## config.mk

```make
export PLATFORM = sky130hd
export DESIGN_NAME = sim_exit_monitor
export DESIGN_NICKNAME = d
export VERILOG_FILES = /design/src/rtl/sim_exit_monitor.sv
export SDC_FILE = /design/constraint.sdc
export NUM_CORES = 1
export LEC_CHECK = 0
export CAP_MARGIN = 25
export CORE_ASPECT_RATIO = 0.75
export CORE_MARGIN = 2
export CORE_UTILIZATION = 30
export CTS_BUF_LIST = sky130_fd_sc_hd__clkbuf_8
export DETAILED_ROUTE_END_ITERATION = 10
export PLACE_DENSITY = 0.59
export SLEW_MARGIN = 5
export SYNTH_ARGS = -nofsm -noshare
export SYNTH_HDL_FRONTEND = slang
export SYNTH_SLANG_ARGS = --single-unit
```

## constraint.sdc

```tcl
create_clock -name clk_i -period 2.1 [get_ports clk_i]
set_input_delay 0.525 -clock clk_i [delete_from_list [all_inputs] [get_ports clk_i]]
set_output_delay 0.525 -clock clk_i [all_outputs]
set_load 0.005 [all_outputs]
```

## src/rtl/sim_exit_monitor.sv

```systemverilog
// End-of-test monitor: watches the data-memory write port for the exit handshake,
// drains in-flight stores, then reports done/pass/timeout. Optional console: SIM_EXIT_CONSOLE_EN.
module sim_exit_monitor #(
  parameter logic [31:0] EXIT_ADDR      = 32'h8000_0000,
  parameter int unsigned TIMEOUT_CYCLES = 1000000,
  parameter int unsigned DRAIN_CYCLES   = 4
) (
  input  logic        clk_i,
  input  logic        rst_i,
  input  logic        enable_i,
  input  logic        mem_operation_enable_i,
  input  logic [3:0]  mem_write_enable_i,
  input  logic [31:0] mem_address_i,
  input  logic [31:0] mem_data_i,
  output logic        done_o,
  output logic        pass_o,
  output logic        timeout_o,
  output logic [30:0] exit_code_o,
`ifdef SIM_EXIT_CONSOLE_EN
  output logic        char_valid_o,
  output logic [7:0]  char_o,
`endif
  output logic [31:0] cycle_count_o
);

  typedef enum logic [2:0] {
    ST_IDLE    = 3'd0,
    ST_RUN     = 3'd1,
    ST_DRAIN   = 3'd2,
    ST_DONE    = 3'd3,
    ST_TIMEOUT = 3'd4
  } state_e;

  localparam logic [31:0] CONSOLE_ADDR = EXIT_ADDR + 32'd4;

  state_e      state_q, state_d;
  logic [31:0] count_q, count_d;
  logic [31:0] drain_q, drain_d;
  logic [30:0] code_q, code_d;
  logic        done_q, done_d;
  logic        pass_q, pass_d;
  logic        timeout_q, timeout_d;
  logic        exit_wr;
  logic [31:0] count_inc;
  logic        unused_addr_bits;

  // Word-granular match: the low address bits carry no meaning for either register.
  assign unused_addr_bits = ^mem_address_i[1:0];
  assign exit_wr = mem_operation_enable_i && (mem_write_enable_i == 4'b1111) &&
                   (mem_address_i[31:2] == EXIT_ADDR[31:2]) && mem_data_i[0];
  assign count_inc = (&count_q) ? count_q : count_q + 32'd1;

  always_ff @(posedge clk_i) begin
    if (rst_i) begin
      state_q   <= ST_IDLE;
      count_q   <= '0;
      drain_q   <= '0;
      code_q    <= '0;
      done_q    <= 1'b0;
      pass_q    <= 1'b0;
      timeout_q <= 1'b0;
    end else begin
      state_q   <= state_d;
      count_q   <= count_d;
      drain_q   <= drain_d;
      code_q    <= code_d;
      done_q    <= done_d;
      pass_q    <= pass_d;
      timeout_q <= timeout_d;
    end
  end

  always_comb begin
    state_d = state_q;
    count_d = count_q;
    drain_d = drain_q;
    code_d  = code_q;
    case (state_q)
      ST_IDLE: begin
        count_d = '0;
        drain_d = '0;
        if (enable_i) state_d = ST_RUN;
      end
      ST_RUN: begin
        drain_d = '0;
        // The exit write wins over a timeout landing on the same cycle.
        if (exit_wr) begin
          code_d  = mem_data_i[31:1];
          count_d = count_inc;
          state_d = ST_DRAIN;
        end else if (count_q == TIMEOUT_CYCLES - 1) begin
          state_d = ST_TIMEOUT;
        end else begin
          count_d = count_inc;
        end
      end
      ST_DRAIN: begin
        if (drain_q == DRAIN_CYCLES - 1) state_d = ST_DONE;
        else drain_d = drain_q + 32'd1;
      end
      default: ;
    endcase
  end

  // Flags follow the terminal state one edge later; both terminal states are sticky.
  always_comb begin
    done_d    = (state_q == ST_DONE) || (state_q == ST_TIMEOUT);
    pass_d    = (state_q == ST_DONE) && (code_q == '0);
    timeout_d = (state_q == ST_TIMEOUT);
  end

`ifdef SIM_EXIT_CONSOLE_EN
  logic       char_valid_q, char_valid_d;
  logic [7:0] char_q, char_d;

  always_ff @(posedge clk_i) begin
    if (rst_i) begin
      char_valid_q <= 1'b0;
      char_q       <= '0;
    end else begin
      char_valid_q <= char_valid_d;
      char_q       <= char_d;
    end
  end

  always_comb begin
    char_valid_d = mem_operation_enable_i && mem_write_enable_i[0] &&
                   (mem_address_i[31:2] == CONSOLE_ADDR[31:2]) &&
                   ((state_q == ST_RUN) || (state_q == ST_DRAIN));
    char_d = char_valid_d ? mem_data_i[7:0] : char_q;
  end

  assign char_valid_o = char_valid_q;
  assign char_o       = char_q;
`else
  logic unused_console_addr;
  assign unused_console_addr = ^CONSOLE_ADDR;
`endif

  assign done_o        = done_q;
  assign pass_o        = pass_q;
  assign timeout_o     = timeout_q;
  assign exit_code_o   = code_q;
  assign cycle_count_o = count_q;

endmodule

```

After elaboration in Yosys (flattened, before gate mapping)

Index checks and enable logic that the tools add are counted.

Word-level logic and storage cells: 49
Register bits: 101

$add $sub $neg: 2
Equal/unequal tests: 13
Reductions and logical operators: 16
Multiplexer cells: 11

Operators by type and width:

| cell                  | count |
|---|---|
| $mux 32               | 4 |
| $pmux 32 s2           | 2 |
| $add 32x1->32 const B | 2 |
| $eq 32x2->1 const B   | 1 |
| $eq 32x20->1 const B  | 1 |
| $reduce_and 32->1     | 1 |
| $logic_not 31->1      | 1 |
| $eq 30x30->1 const B  | 1 |
| $mux 3                | 4 |
| $pmux 3 s3            | 1 |
| $eq 3x2->1 const B    | 2 |
| $ne 2x2->1 const B    | 3 |
| $ne 3x3->1 const B    | 2 |
| $reduce_and 2->1      | 3 |
| $eq 4x4->1 const B    | 1 |
| $logic_and 1x1->1     | 4 |
| $reduce_and 4->1      | 1 |
| $reduce_bool 2->1     | 2 |
| $eq 3x1->1 const B    | 1 |
| $eq 3x3->1 const B    | 1 |
| $logic_not 3->1       | 1 |
| $reduce_bool 3->1     | 1 |
| $reduce_or 2->1       | 1 |
| $logic_or 1x1->1      | 1 |

Logic depth before layout (Yosys ltp)

Gate-level depths: netlist (run 1).

Depth after elaboration: 6
Gate-level depth with buffers: 9
Mapped depth without buffers: 7

Worst setup path before layout (run 1)

Ideal clock, no wire load.

Path kind: register to register
Start point: reg count_q[0] (netlist: cycle_count_o[0])
End point: reg count_q[20] (netlist: cycle_count_o[20])
Data arrival time: 2.234 ns
Path buffers: 2
Stages on the path, launching flop included: 10
Period minus slack after synthesis: 2.372 ns
Slack: -0.272 ns
Cells stage by stage: dfxtp_1 -> ha_1 -> nand3_1 -> or4_1 -> clkbuf_1 -> o31a_1 -> o21a_1 -> buf_2 -> a31oi_1 -> a311oi_1

Longest elaborated chain between the ends: 5

Ends and longest elaborated chain:

| element                                            | RTL line | text |
|---|---|---|
| from (decl)                                        | 37       | `logic [31:0] count_q, count_d;` |
| from (signal assigned)                             | 64       | `count_q <= count_d;` |
| $add 32x1->32 or $reduce_and 32->1 (tied branches) | 51       | `assign count_inc = (&count_q) ? count_q : count_q + 32'd1;` |
| $mux 32                                            | 51       |  |
| $mux 32                                            | 91       | `end else if (count_q == TIMEOUT_CYCLES - 1) begin` |
| $mux 32                                            | 87       | `if (exit_wr) begin` |
| $pmux 32 s2                                        | 78       | `case (state_q)` |

Several ways; a longest one is shown, not always the timed one. The select of a mux whose other input is x is not followed.
A chain may end at the register's enable or synchronous reset.

Final worst setup path (run 1)

Start point: reg count_q[23] (netlist: cycle_count_o[23])
End point: reg count_q[20] (netlist: cycle_count_o[20])

Longest elaborated chain between the ends: 5

Ends and longest elaborated chain:

| element           | RTL line |
|---|---|
| $reduce_and 32->1 | 51 |
| $mux 32           | 51 |
| $mux 32           | 91 |
| $mux 32           | 87 |
| $pmux 32 s2       | 78 |

Several ways; a longest one is shown, not always the timed one. The select of a mux whose other input is x is not followed.

==> impl_results.md, run 1 <==
* RSZ-0062 raised after global routing: true
* Hold/Removal Path Class: register to register
* Synth area leader: dfxtp_1
* Synthesized cell area at around 5000 sq um
* Largest delay share family, worst path: simple AND/OR/NAND/NOR gates
* Worst-path fanout max at 7
* Ys flop type: dfxtp_1
* CP startpoint: cycle_count_o[23]
* DR vias/cell at 5.34
* R2R cell count at 9
* CTS tree: done
* Routability cong. at between 0.8 and 0.9
* Yosys warnings at 0
* Largest net degree at the start of global routing at 42
* WS Path Type: register to register
* Worst-margin pin slew at ~0.56 ns
* Root Buffer: clkbuf_8
* RR Endpoint: cycle_count_o[20]
* Worst EP arrival at roughly 2.6 ns
* Clock Latency Late Sink at a little under 0.4 ns
* Die height at 117 um
* Diodes inserted at 0
* Core footprint at 16700 sq um
* Final worst setup slack at -0.141 ns
* VDD IR-drop max at 316 uV
* Wire per inst at 17.3 um
* Layout cells sized above 1 at 32.9%
* Fin crit share at 107%
* Initial DRT Pass Iterations at 5
* Synthesis-stage register bit count at 101
* Overall routing resource usage at 20.0%
* Initial antenna violation count at 0
* CTS sink count at 101
* Initial DRC Count at 322
* Post-DP HPWL at about 13000 um
* Vias at 5776
* Worst-path cell chain: nor4_1, nand4_1, buf_4, nor4_4, buf_4, a21boi_4, buf_12, buf_16, a311oi_2
* Synth Instances at 614
* Nets at about 940
* Die Area at 18100 sq um
* WL final at 18700 um
* Num ports at about 140
* Leak at 0.00326 uW
* CP max stage delay at approximately 0.38 ns
* Worst slew margin at between 60 and 70%
* Drc violations at 0
* Max clock buf depth at 2
* Synth cell types at 61
* CTS Buf Count at 9
* Status: finished with violations
* Total Power at 3470 uW
* Starting Density at between 30% and 40%
* Failing checks: setup timing
* Post-synth net total at 688
* I/O Buffers at 135
* Final setup viols at 33
* Crit path launch type: register
* Worst EP required at 2.41 ns
* Fin crit period at 2.24 ns
* Vias in the first global route at roughly 5.7k
* Final Max Slew Viols at 0
* Placement-stage worst setup slack at -0.675 ns
* Antenna-violating nets left at 0
* FP Rows at between 40 and 50
* Synth top area cells: dfxtp_1 (40%), mux2i_1 (6.5%), nor2_1 (6.0%), nand2_1 (4.3%), a21oi_1 (3.5%)
* Crit Reg-Reg Startpoint: cycle_count_o[23]
* H-tree depth at 3
* Worst R2R Setup Slack at -0.14 ns
* WP depth at 9
* Max-cap viol count at 0
* Sequential cell area fraction in the yosys report at 39.7%
* Slowest cell on the critical path: nor4_1
* Layout Skew at around 0.011 ns
* Synth top area share at between 30 and 40%
* Width of the die at 154 um
* Final hold violation count at 0
* Hold wc startpoint: drain_q[19]
* Layout area overhead at 68.7%
* EDFF count, synth at 0
* CP Capture Point: cycle_count_o[20]
* Worst path bufs/invs at 4
* CTS clock-pin slew for the worst setup and hold paths at 0.10 ns
* Grt total ovfl at 0
* Syn avg cell area at around 8.3 sq um
* Peak Freq at 446 MHz
* Most numerous cell on the critical path: buf_4
* Asr flop ratio synth at 0%
* PwrDens at 404 nW/um^2
* Global-route wire length before repair at 28900 um
* Worst Setup End Kind: register
layer usage:
layer / global-route usage, % / routed length [um] / vias up
met3: 5.49 / 1450 / 28
met5: 0 / 0 / -
met4: 5.19 / 273 / 0
met2: 33.3 / 8790 / 215
met1: 26.0 / 8240 / 2745
li1: - / - / 2788
registers in the layout, indices dropped and copies added, names as in the netlist:
name and cells:
done_o 1, exit_code_o 31, pass_o 1, drain_q 32
timeout_o 1, state_q 3, cycle_count_o 32
worst min-delay path by stage:
stage | end | cells after the start | slack, ns
after global routing | drain_q[25] | 2 | 0.53
final | drain_q[19] | 2 | 0.51
after global placement | drain_q[25] | 2 | 0.47
after floorplan | drain_q[25] | 2 | 0.45
after detailed placement | drain_q[28] | 2 | 0.49
after CTS | drain_q[19] | 2 | 0.51
Yosys cell counts (all sizes together), types with 3 or more instances:
master and count:
or3 7, a31oi 16, buf 16, o211a 7
mux2i 33, or4 9, or2 3, nand4 23
a31o 6, nand2b 8, a311oi 13, nor2 82
inv 9, a41o 6, xnor2 10, o211ai 3
o31ai 3, nor4 28, o21ai 16, nand3 19
and3 11, nor4b 6, and4 8, clkbuf 26
a21oi 36, o21a 3, dfxtp 101, a211oi 10
nand2 59, nor3 18
stage by stage:
step | hold WS [ns] | TNS (ns) | std cells | utilization (%) | instance area (sq um)
finish | 0.508 | -2.74 | 1082 | 51.4 | 8600
global route | 0.535 | -5.34 | 1082 | 51.4 | 8600
CTS | 0.506 | -2.82 | 1068 | 48.7 | 8140
detailed placement | 0.491 | -35.79 | 1035 | 44.9 | 7500
global placement | 0.469 | -31.83 | 1035 | 44.9 | 7500
floorplan | 0.451 | -0.0546 | 614 | - | 5240
what timing repair did:
item                       in CTS  in global routing
buffers inserted               12                 14
cloned                          5                  2
setup endpoints to repair      74                 92
hold buffers                    0                  0
resized for setup              80                105
pin swaps                      23                 37
cell families after synthesis:
group           after synthesis  synth area share, %
fa+ha+maj                     2                0.491
simple gates                287                 29.2
flops                       101                 39.7
buf+inv                      52                 4.66
compound gates              129                 17.8
xor+xnor                     10                 1.72
mux                          33                 6.48
worst register-to-register path, cell delays in order (launching register included):
cell      delay, ns
dfxtp_1        0.33
nor4_1         0.38
nand4_1        0.25
buf_4          0.22
nor4_4         0.24
buf_4          0.17
a21boi_4       0.07
buf_12         0.14
buf_16         0.14
a311oi_2       0.24
area by class of cell:
cell class | count | area (sq um)
fillers | 1535 | 8120
multi-input cells | 462 | 3420
repair buffers | 278 | 2620
flip-flops and latches | 101 | 2070
well taps | 215 | 269
clock buffers | 9 | 124
clock inverters | 7 | 57.6
inverters | 10 | 37.5
power breakdown:
group          total (uW)  switching [uW]  internal, uW
registers            1920            4.26          1910
logic                 343             157           186
clock network        1210             764           448
layout by cell type (no fill, tap or decap), types with 6 or more instances in the layout:
cell type / count
clkdlybuf4s15_1: 10
nor4_1: 17
clkbuf_8: 9
o21ai_0: 10
dfxtp_2: 25
nand4_1: 21
mux2i_1: 32
clkdlybuf4s50_1: 98
xnor2_1: 9
and3_1: 9
buf_6: 13
a311oi_2: 13
dlygate4sd2_1: 16
nand2_1: 57
nor2_1: 81
nor3_1: 18
buf_4: 118
buf_12: 6
dfxtp_1: 71
a31oi_1: 11
a21oi_2: 8
o211a_1: 7
a21oi_1: 28
nor4_2: 6
clkbuf_2: 6
nand3_1: 17
or4_4: 7
inv_1: 10
No activity file was read; power rests on OpenSTA's default activity.
==> run 2: changes to the inputs <==
CAP_MARGIN = 20   (was 25)
CTS_CLUSTER_DIAMETER = 200   (was not set)
==> results of run 2 <==
Final layout, timing and power as in run 1 (identical DEF).
==> run 3: changes to the inputs <==
CELL_PAD_IN_SITES_DETAIL_PLACEMENT = 0   (was not set)
CELL_PAD_IN_SITES_GLOBAL_PLACEMENT = 1   (was not set)
PLACE_DENSITY = 0.75   (was 0.59)
==> run 3 against run 2 <==
Compared with the run above: the run still ends with setup timing left; first-iteration DRC count decreased by 11%; global-route usage is 0.54 points lower; power grew 10%; hold slack lost 0.0039 ns; register-to-register slack got worse by 0.04 ns; non-clock buffer count is 13 lower; sequential power about the same; maximum frequency shrank 1.8%; cell area up 0.17%; clock power increased by 30%; critical path depth increased by 1; utilization increased by 0.090 points; largest cell class unchanged; largest power group unchanged.
==> impl_results.md, run 3 (synthesis results as in run 1) <==
* Antenna-violating nets left at 0 (unchanged)
* Overall routing resource usage at 19.5% (was 20.0%)
* Most numerous cell on the critical path: buf_12 (was buf_4)
* Nets at 922 (was 936)
* Clock Latency Late Sink at 0.39 ns (about the same)
* Status: finished with violations (unchanged)
* Largest net degree at the start of global routing at 72 (was 42)
* Crit path launch type: register (unchanged)
* Commonest cells after routing, fill and taps aside: buf_4 (106), clkdlybuf4s50_1 (99), dfxtp_1 (83) (was buf_4 (118), clkdlybuf4s50_1 (98), nor2_1 (81))
* Peak Freq at 438 MHz (was 446 MHz)
* Non-filler cells, final at 1068 (was 1082)
* Final core utilization at 51.5% (was 51.4%)
* Leak at 0.00321 uW (was 0.00326 uW)
* Drc violations at 0 (unchanged)
* Initial DRC Count at 288 (was 322)
* Worst path bufs/invs at 3 (was 4)
* P_int at 2920 uW (was 2550 uW)
* H-tree depth at 3 (unchanged)
* Layout Skew at 0.0149 ns (was 0.0110 ns)
* Layout cells sized above 1 at 30.8% (was 32.9%)
* CTS tree: done (unchanged)
* Wire per inst at 17.3 um (about the same)
* Max clock buf depth at 2 (unchanged)
* Slowest cell on the critical path: or4_4 (was nor4_1)
* Clock Power Share at 41.0% (was 34.9%)
* Worst-path cell chain: ha_4, nand3_4, buf_4, or4_4, o31a_1, o21a_4, buf_12, buf_12, a21oi_4, nor3_1 (was nor4_1, nand4_1, buf_4, nor4_4, buf_4, a21boi_4, buf_12, buf_16, a311oi_2)
* Reg power frac at 50.2% (was 55.2%)
* GR Util met1 at 26.7% (was 26.0%)
* Post-Place Cells at 1031 (was 1035)
* Failing checks: setup timing (unchanged)
* Starting Density at 30.5% (unchanged)
* Gr busiest metal: met2 (unchanged)
* Final Max Slew Viols at 0 (unchanged)
* R2R cell count at 10 (was 9)
* WL final at 18500 um (was 18700 um)
* Layout area overhead at 69.0% (was 68.7%)
* Num ports at 138 (unchanged)
* Vias in the first global route at 5521 (was 5685)
* Comb pwr share at 8.8% (was 9.9%)
* Fin crit share at 109% (was 107%)
* CTS clock-pin slew for the worst setup and hold paths at 0.10 ns (about the same)
* Hold path depth at 2 (unchanged)
* Post-DP HPWL at 12400 um (was 12900 um)
* Worst-path fanout max at 8 (was 7)
* Most common cell after layout, fill and taps aside: buf_4 (unchanged)
* P_sw at 899 uW (was 925 uW)
* Largest delay share family, worst path: compound AO/OA/AOI/OAI gates (was simple AND/OR/NAND/NOR gates)
* Hold/Removal Path Class: register to register (unchanged)
* Sw Ratio at 23.5% (was 26.6%)
* Worst EP arrival at 2.55 ns (about the same)
* RSZ-0062 raised after global routing: true (unchanged)
* Worst EP required at 2.37 ns (was 2.41 ns)
* CTS Buf Count at 9 (unchanged)
* Final hold violation count at 0 (unchanged)
* CTS sink count at 101 (unchanged)
* PwrDens at 444 nW/um^2 (was 404 nW/um^2)
* I/O Buffers at 135 (unchanged)
* Worst Setup End Kind: register (unchanged)
* Max-cap viol count at 0 (unchanged)
* Final setup viols at 32 (was 33)
* Routability cong. at 0.849 (was 0.841)
* Grt total ovfl at 0 (unchanged)
* Core footprint at 16700 sq um (unchanged)
* Worst slew margin at 72.9% (was 62.6%)
* Width of the die at 154 um (unchanged)
* WS Path Type: register to register (unchanged)
* Placement-stage worst setup slack at -0.559 ns (was -0.675 ns)
* DR vias/cell at 5.38 (was 5.34)
* Fillcell total at 1506 (was 1535)
* Worst-margin pin slew at 0.402 ns (was 0.560 ns)
* M2 GR Usage at 30.7% (was 33.3%)
* Die Area at 18100 sq um (unchanged)
* Initial antenna violation count at 0 (unchanged)
* CP max stage delay at 0.43 ns (was 0.38 ns)
* Fin crit period at 2.28 ns (was 2.24 ns)
* Vias at 5742 (was 5776)
* Die height at 117 um (unchanged)
* Met3 Track Usage GR at 5.56% (was 5.49%)
* Initial DRT Pass Iterations at 7 (was 5)
* Final worst setup slack at -0.182 ns (was -0.141 ns)
* WP depth at 10 (was 9)
* Diodes inserted at 0 (unchanged)
* VDD IR-drop max at 359 uV (was 316 uV)
* FP Rows at 41 (unchanged)
* Global-route wire length before repair at 28300 um (was 28900 um)
* Root Buffer: clkbuf_8 (unchanged)
* Hold buffer count at CTS at 0 (unchanged)
-- run 3: layout make-up --
| cell class | count | area [sq um] | area share, % |
|---|---|---|---|
| Clock buffer | 10 | 138 | 1.60 |
| Clock inverter | 6 | 115 | 1.34 |
| Multi-Input combinational cell | 461 | 3470 | 40.3 |
| Inverter | 10 | 37.5 | 0.436 |
| Timing Repair Buffer | 265 | 2540 | 29.5 |
| Tap cell | 215 | 269 | 3.12 |
| Sequential cell | 101 | 2050 | 23.8 |
-- run 3: worst register-to-register path: stages, from the launching register on --
cell and delay [ns]:
dfxtp_4 0.38, ha_4 0.15, nand3_4 0.08, buf_4 0.16, or4_4 0.43, o31a_1 0.30, o21a_4 0.18, buf_12 0.15
buf_12 0.14, a21oi_4 0.14, nor3_1 0.06
-- run 3: repair_timing --
| action | in CTS | in global routing |
|---|---|---|
| endpoints found under the setup margin | 81 | 75 |
| setup buffers | 5 | 11 |
| cloned | 2 | 4 |
| gates resized for setup | 77 | 85 |
| pin swaps | 9 | 38 |
-- run 3: layer usage --
layer  wire [um]  part of all wire, %  up-vias
met5           0                    0        -
met1        8490                   46     2755
li1            -                    -     2762
met2        8440                   46      217
met3        1430                  7.7        8
met4         131                 0.71        0
-- run 3: final timing paths --
path / from / to / slack [ns]
setup / recovery: cycle_count_o[0] / cycle_count_o[2] / -0.18
hold / removal: drain_q[1] / drain_q[1] / 0.50
setup reg to reg: cycle_count_o[0] / cycle_count_o[2] / -0.18
hold reg to reg: drain_q[1] / drain_q[1] / 0.50
-- run 3: through the flow --
step	instance area, sq um	total power [uW]	hold slack, ns	TNS, ns
after floorplan	5240	2060	0.451	-0.0546
after global placement	7470	2250	0.474	-28.58
after detailed placement	7470	2260	0.483	-31.67
after CTS	8000	3820	0.503	-1.44
after global routing	8610	3950	0.525	-5.25
final	8610	3820	0.504	-2.80
-- run 3: power groups by stage --
stage / logic (uW) / clock network, uW / registers (uW)
after floorplan: 100 / 0 / 1960
after global placement: 289 / 0 / 1960
after detailed placement: 294 / 0 / 1960
after CTS: 290 / 1610 / 1920
after global routing: 357 / 1670 / 1920
final: 337 / 1570 / 1920
